$ cat src/rtl/fb_defs_pkg.sv
// fb_defs: framebuffer geometry, pixel format and writer state encoding shared with the scan-out side
package fb_defs;
    localparam int FB_W     = 320;
    localparam int FB_H     = 240;
    localparam int ADDR_W   = 19;
    localparam int COLOR_W  = 8;
    localparam int OFFSET_X = 160;
    localparam int OFFSET_Y = 120;
    typedef enum logic [1:0] {
        IDLE  = 2'd0,
        SETUP = 2'd1,
        FILL  = 2'd2,
        DONE  = 2'd3
    } state_t;
endpackage

$ cat src/rtl/fb_rect_writer_if.sv
// fb_rect_writer_if: command handshake, RAM write port and status of the rectangle writer
interface fb_rect_writer_if #(
    parameter int ADDR_W  = fb_defs::ADDR_W,
    parameter int COLOR_W = fb_defs::COLOR_W
);
    logic               init_done;
    logic               cmd_valid;
    logic               cmd_ready;
    logic [8:0]         cmd_x0;
    logic [7:0]         cmd_y0;
    logic [8:0]         cmd_w;
    logic [7:0]         cmd_h;
    logic [COLOR_W-1:0] cmd_color;
    logic [ADDR_W-1:0]  ram_address;
    logic [COLOR_W-1:0] ram_data_in;
    logic               ram_wren;
    logic               busy;
    logic               done;
    modport master (
        output init_done, cmd_valid, cmd_x0, cmd_y0, cmd_w, cmd_h, cmd_color,
        input  cmd_ready, ram_address, ram_data_in, ram_wren, busy, done
    );
    modport slave (
        input  init_done, cmd_valid, cmd_x0, cmd_y0, cmd_w, cmd_h, cmd_color,
        output cmd_ready, ram_address, ram_data_in, ram_wren, busy, done
    );
endinterface

$ cat src/rtl/fb_rect_clip.sv
// fb_rect_clip: clips a rectangle to the frame, giving exclusive end column/row and an empty flag
module fb_rect_clip #(
    parameter int FB_W = fb_defs::FB_W,
    parameter int FB_H = fb_defs::FB_H
) (
    input  logic [8:0] x0,
    input  logic [7:0] y0,
    input  logic [8:0] w,
    input  logic [7:0] h,
    output logic [9:0] x_end,
    output logic [8:0] y_end,
    output logic       empty
);
    logic [9:0] xs, ys;
    always_comb begin
        xs    = {1'b0, x0} + {1'b0, w};
        ys    = {2'b0, y0} + {2'b0, h};
        x_end = (xs > 10'(FB_W)) ? 10'(FB_W) : xs;
        y_end = (ys > 10'(FB_H)) ? 9'(FB_H) : ys[8:0];
        empty = (x0 >= 9'(FB_W)) || ({1'b0, y0} >= 9'(FB_H)) || (w == '0) || (h == '0);
    end
endmodule

$ cat src/rtl/fb_rect_writer.sv
// fb_rect_writer: clips rectangle-fill commands and streams one framebuffer write per clock
module fb_rect_writer #(
    parameter int FB_W    = fb_defs::FB_W,
    parameter int FB_H    = fb_defs::FB_H,
    parameter int ADDR_W  = fb_defs::ADDR_W,
    parameter int COLOR_W = fb_defs::COLOR_W
) (
    input logic clock,
    input logic reset,
    fb_rect_writer_if.slave bus
);
    import fb_defs::state_t;
    import fb_defs::IDLE;
    import fb_defs::SETUP;
    import fb_defs::FILL;
    import fb_defs::DONE;

    state_t             state, nxt;
    logic [8:0]         x0_r, w_r, x, nx;
    logic [7:0]         y0_r, h_r, y, ny;
    logic [COLOR_W-1:0] color_r;
    logic [ADDR_W-1:0]  row_base, nbase;
    logic [9:0]         x_end, cx_end;
    logic [8:0]         y_end, cy_end;
    logic               c_empty, accept, last_col, last_row;

    fb_rect_clip #(.FB_W(FB_W), .FB_H(FB_H)) u_clip (
        .x0(x0_r), .y0(y0_r), .w(w_r), .h(h_r),
        .x_end(cx_end), .y_end(cy_end), .empty(c_empty)
    );

    assign accept        = state == IDLE && bus.cmd_valid && bus.init_done;
    assign bus.cmd_ready = state == IDLE && bus.init_done && !reset;
    assign bus.busy      = state != IDLE;
    assign bus.done      = state == DONE;
    assign last_col      = ({1'b0, x} + 10'd1) == x_end;
    assign last_row      = ({1'b0, y} + 9'd1) == y_end;

    // nx/ny/nbase name the pixel on the write port next cycle, so the port itself can be registered
    always_comb begin
        nxt   = state;
        nx    = x;
        ny    = y;
        nbase = row_base;
        case (state)
            IDLE:  nxt = accept ? SETUP : IDLE;
            SETUP: begin
                nxt   = c_empty ? DONE : FILL;
                nx    = x0_r;
                ny    = y0_r;
                nbase = ADDR_W'({y0_r, 8'b0}) + ADDR_W'({y0_r, 6'b0});
            end
            FILL: begin
                nxt   = (last_col && last_row) ? DONE : FILL;
                nx    = last_col ? x0_r : x + 9'd1;
                ny    = last_col ? y + 8'd1 : y;
                nbase = last_col ? row_base + ADDR_W'(FB_W) : row_base;
            end
            default: nxt = IDLE;
        endcase
    end

    always_ff @(posedge clock) begin
        if (reset) begin
            state           <= IDLE;
            bus.ram_wren    <= 1'b0;
            bus.ram_address <= '0;
            bus.ram_data_in <= '0;
        end else begin
            state           <= nxt;
            x               <= nx;
            y               <= ny;
            row_base        <= nbase;
            bus.ram_wren    <= nxt == FILL;
            bus.ram_address <= (nxt == FILL) ? nbase + ADDR_W'(nx) : '0;
            bus.ram_data_in <= (nxt == FILL) ? color_r : '0;
            if (accept) begin
                x0_r    <= bus.cmd_x0;
                y0_r    <= bus.cmd_y0;
                w_r     <= bus.cmd_w;
                h_r     <= bus.cmd_h;
                color_r <= bus.cmd_color;
            end
            if (state == SETUP) begin
                x_end <= cx_end;
                y_end <= cy_end;
            end
        end
    end
endmodule

$ cat src/flat_wrapper.sv
// flat-port wrapper written by rule: the top's interface ports become plain ports
module fb_rect_writer_flat import fb_defs::state_t; import fb_defs::IDLE; import fb_defs::SETUP; import fb_defs::FILL; import fb_defs::DONE;
#(
    parameter int FB_W    = fb_defs::FB_W,
    parameter int FB_H    = fb_defs::FB_H,
    parameter int ADDR_W  = fb_defs::ADDR_W,
    parameter int COLOR_W = fb_defs::COLOR_W
)
  (clock, reset, bus_init_done, bus_cmd_valid, bus_cmd_x0, bus_cmd_y0, bus_cmd_w, bus_cmd_h, bus_cmd_color, bus_cmd_ready, bus_ram_address, bus_ram_data_in, bus_ram_wren, bus_busy, bus_done);
  fb_rect_writer_if #(.ADDR_W(ADDR_W), .COLOR_W(COLOR_W)) bus_i ();
  input logic clock;
  input logic reset;
  input wire logic [$bits(bus_i.init_done)-1:0] bus_init_done;
  input wire logic [$bits(bus_i.cmd_valid)-1:0] bus_cmd_valid;
  input wire logic [$bits(bus_i.cmd_x0)-1:0] bus_cmd_x0;
  input wire logic [$bits(bus_i.cmd_y0)-1:0] bus_cmd_y0;
  input wire logic [$bits(bus_i.cmd_w)-1:0] bus_cmd_w;
  input wire logic [$bits(bus_i.cmd_h)-1:0] bus_cmd_h;
  input wire logic [$bits(bus_i.cmd_color)-1:0] bus_cmd_color;
  output wire logic [$bits(bus_i.cmd_ready)-1:0] bus_cmd_ready;
  output wire logic [$bits(bus_i.ram_address)-1:0] bus_ram_address;
  output wire logic [$bits(bus_i.ram_data_in)-1:0] bus_ram_data_in;
  output wire logic [$bits(bus_i.ram_wren)-1:0] bus_ram_wren;
  output wire logic [$bits(bus_i.busy)-1:0] bus_busy;
  output wire logic [$bits(bus_i.done)-1:0] bus_done;
  assign bus_i.init_done = bus_init_done;
  assign bus_i.cmd_valid = bus_cmd_valid;
  assign bus_i.cmd_x0 = bus_cmd_x0;
  assign bus_i.cmd_y0 = bus_cmd_y0;
  assign bus_i.cmd_w = bus_cmd_w;
  assign bus_i.cmd_h = bus_cmd_h;
  assign bus_i.cmd_color = bus_cmd_color;
  assign bus_cmd_ready = bus_i.cmd_ready;
  assign bus_ram_address = bus_i.ram_address;
  assign bus_ram_data_in = bus_i.ram_data_in;
  assign bus_ram_wren = bus_i.ram_wren;
  assign bus_busy = bus_i.busy;
  assign bus_done = bus_i.done;
  fb_rect_writer #(.FB_W(FB_W), .FB_H(FB_H), .ADDR_W(ADDR_W), .COLOR_W(COLOR_W)) u_core (.clock(clock), .reset(reset), .bus(bus_i));
endmodule
$ cat config.mk
export PLATFORM = sky130hd
export DESIGN_NAME = fb_rect_writer_flat
export DESIGN_NICKNAME = d
export VERILOG_FILES = /design/src/rtl/fb_defs_pkg.sv /design/src/rtl/fb_rect_writer_if.sv /design/src/rtl/fb_rect_clip.sv /design/src/rtl/fb_rect_writer.sv /design/src/flat_wrapper.sv
export SDC_FILE = /design/constraint.sdc
export NUM_CORES = 1
export LEC_CHECK = 0
export CAP_MARGIN = 20
export CORE_MARGIN = 2
export CORE_UTILIZATION = 40
export DETAILED_ROUTE_END_ITERATION = 10
export SLEW_MARGIN = 10
export SYNTH_ARGS = -nofsm -noshare
export SYNTH_HDL_FRONTEND = slang
export SYNTH_SLANG_ARGS = --single-unit
$ cat constraint.sdc
create_clock -name clock -period 5.9 [get_ports clock]
set_input_delay 1.18 -clock clock [delete_from_list [all_inputs] [get_ports clock]]
set_output_delay 1.18 -clock clock [all_outputs]
set_load 0.05 [all_outputs]
==> results.txt <==
Period utilization -> 91.2%
Synth Flop Type -> edfxtp_1
Filler cells -> 1556
CP startpoint kind -> register
Largest net degree at the start of global routing -> 43
Syn Inst Count -> 639
Seq/Total Area, Yosys -> 49.5%
Buffers on Ports -> 76
Number of routed nets with antenna violations -> 0
Area after DPL -> 8070 um2
Max VDD drop -> 0.000193 V
H-tree depth -> 4
Layout cells sized above 1 -> 10.2%
Total Routing Usage GR -> 19.2%
F_max -> 186 MHz
GRT overflow -> 0
CTS Sinks -> 127
Slew Viols, Final -> 0
Placer Congestion -> 0.862
Total die area -> 18800 um2
HP Class -> register to register
Syn Area/Cell -> 11.1 um2
Setup bufs post-CTS -> 0
Antenna violations before repair -> 0
First-pass DRT Iterations -> 5
Post-synth EDFFs -> 97
Clock skew -> 0.0120 ns
Reg2Reg Setup Slack -> 0.52 ns
Post-Layout Cell Count -> 954
Critical Path End -> u_core.bus.ram_address[14]$_SDFF_PP0_
Min Hold Slack -> 0.446 ns
Row cnt -> 48
Tmin final -> 5.38 ns
Clock Latency Late Sink -> 0.42 ns
Setup TNS Final -> 0 ns
Max_slew headroom -> 35.2%
Worst slew pin tran -> 0.972 ns
Synth cell types -> 81
Pleak -> 3.25 nW
DRT met1 WL -> 7960 um
RSZ-0062 raised after global routing -> false
Metal3 WL -> 1150 um
Largest fanout on the critical path -> 10
WL met2 -> 7660 um
Reg2reg start -> u_core.x[0]$_DFFE_PN_
Cell Pwr Density -> 310 nW/um2
Post-DR wirelength/cell -> 17.9 um
Worst Reg-to-Reg Cells -> 20
Crit. End Element -> register
Power Total -> 2.70 mW
Vias in the first global route -> 5123
Ports -> 77
Max_cap viols -> 0
Via density -> 5.43
Initial Util -> 41.0%
# setup viols final -> 0
Ys async rst share -> 0%
Synth Warn # -> 0
Number of buffers created by CTS -> 17
Clock buffer depth -> 2
HPWL after DPL -> 12300 um
Die Span Y -> 137 um
Highest metal used -> met4
Core area -> 17300 um2
DRC -> 0
Register area -> 3510 um2
Layout Nets -> 805
Critical path type -> register to register
Area Overhead vs Synth -> 23.0%
Post-Route Utilization -> 50.4%
Fin area -> 8720 um2
Worst EP required -> 6.21 ns
Outcome -> complete, no violations
Crit path from -> u_core.x[0]$_DFFE_PN_
CTS Hold Buffers Added -> 0
R2r endpoint -> u_core.bus.ram_address[14]$_SDFF_PP0_
Worst-path clk slew -> 0.06 ns
Post-CTS sizing -> 0
Root Buffer -> clkbuf_16
Yosys reg bits -> 127
Placed cell count -> 922
Pre-CTS setup slack -> 0.347 ns
Mapped Area -> 7090 um2
Via count -> 5181
Worst Path Arrival -> 5.69 ns
CTS tree -> done
Global-route wire length before repair -> 27300 um
# diodes -> 0
DRT iter0 DRCs -> 305
Hold Fails Final Rpt -> 0
Die X -> 137 um
Aggregate routed wire length -> 17000 um
Footprint of the multi-input gates -> 3350 um2
Worst setup margin -> 0.522 ns
sequential cells by signal (all words and copies together) (netlist names):
| signal | cells |
|---|---|
| u_core.bus.ram_address | 19 |
| u_core.x | 9 |
| u_core.x_end | 10 |
| u_core.x0_r | 9 |
| u_core.h_r | 8 |
| u_core.bus.ram_data_in | 8 |
| u_core.state | 2 |
| u_core.y0_r | 8 |
| u_core.w_r | 9 |
| u_core.bus.ram_wren | 1 |
| u_core.y_end | 9 |
| u_core.color_r | 8 |
| u_core.y | 8 |
| u_core.row_base | 19 |
worst min path at each step:
stage / startpoint / endpoint / slack, ns / cells after the start
4_1_cts: u_core.color_r[1]$_DFFE_PP_ / u_core.bus.ram_data_in[1]$_SDFF_PP0_ / 0.44 / 1
5_1_grt: u_core.color_r[0]$_DFFE_PP_ / u_core.bus.ram_data_in[0]$_SDFF_PP0_ / 0.46 / 1
2_1_floorplan: u_core.color_r[0]$_DFFE_PP_ / u_core.bus.ram_data_in[0]$_SDFF_PP0_ / 0.42 / 1
6_report: u_core.color_r[1]$_DFFE_PP_ / u_core.bus.ram_data_in[1]$_SDFF_PP0_ / 0.45 / 1
3_3_place_gp: u_core.color_r[7]$_DFFE_PP_ / u_core.bus.ram_data_in[7]$_SDFF_PP0_ / 0.42 / 1
3_5_place_dp: u_core.color_r[5]$_DFFE_PP_ / u_core.bus.ram_data_in[5]$_SDFF_PP0_ / 0.44 / 1
where the power goes:
part | internal (mW) | switching [mW]
Combinational | 0.195 | 0.276
Clock | 0.770 | 0.389
Sequential | 1.03 | 0.0481
Total | 1.99 | 0.713
synthesized netlist by cell type (8+ instances only):
| cell type | instances | area (um2) |
|---|---|---|
| ha_1 | 39 | 488 |
| a21o_1 | 11 | 82.6 |
| edfxtp_1 | 97 | 2910 |
| xnor2_1 | 32 | 280 |
| a21oi_1 | 31 | 155 |
| clkbuf_1 | 10 | 37.5 |
| xor2_1 | 19 | 166 |
| nor2_1 | 38 | 143 |
| a22o_1 | 8 | 70.1 |
| nand2_1 | 44 | 165 |
| nor3_1 | 11 | 55.1 |
| o21ai_0 | 24 | 120 |
| and2_1 | 27 | 169 |
| nand4_1 | 9 | 56.3 |
| nand3_1 | 9 | 45.0 |
| dfxtp_1 | 30 | 601 |
| nor3b_1 | 8 | 60.1 |
| buf_2 | 9 | 45.0 |
| inv_1 | 36 | 135 |
worst max-delay path, cell delays in order, from the launching register on:
cell	delay, ns
edfxtp_1	0.55
ha_1	0.42
nand4_2	0.25
o21a_1	0.25
o41ai_2	0.34
or2_1	0.33
nand2_4	0.19
nor2_1	0.13
o31ai_1	0.07
a22o_1	0.25
ha_1	0.21
fa_1	0.42
a21o_1	0.18
a21oi_1	0.18
nor2_1	0.09
o31a_1	0.27
o31ai_1	0.28
a22oi_1	0.18
and3_1	0.28
a31o_1	0.23
and3_1	0.17
kinds of logic after synthesis:
kind of cell    Yosys count  share of synthesized area (%)
fa+ha+maj                43                           8.01
mux                       4                          0.582
buf+inv                  60                           3.40
xor+xnor                 51                           6.30
flops                   127                           49.5
compound gates          153                           16.5
other cells               1                         0.0529
simple gates            200                           15.6
area by class of cell:
class | count | share of cell area [%]
sequential | 127 | 40.3
multi-input combinational | 453 | 38.5
timing repair buffer | 79 | 8.98
clock buffer | 21 | 5.28
tap | 225 | 3.23
clock inverter | 11 | 2.15
inverter | 38 | 1.64
layout by cell type, fill, tap and decap left out, drive strengths merged, types with 12 or more instances in the layout:
cell type      synthesis  layout
edfxtp                97      97
clkdlybuf4s50          0      76
nand2                 46      46
ha                    39      39
nor2                  39      39
inv                   37      37
xnor2                 32      32
a21oi                 31      31
dfxtp                 30      30
and2                  28      28
o21ai                 24      24
clkbuf                11      21
xor2                  19      19
a21o                  12      12
nand3                 12      12
per-layer routing:
layer / global-route usage [%] / up-vias
li1: - / 2522
met1: 26.5 / 2437
met2: 29.3 / 199
met3: 4.75 / 23
met4: 6.99 / 0
met5: 0 / -
Note: power is estimated with default switching activity, not from simulation.
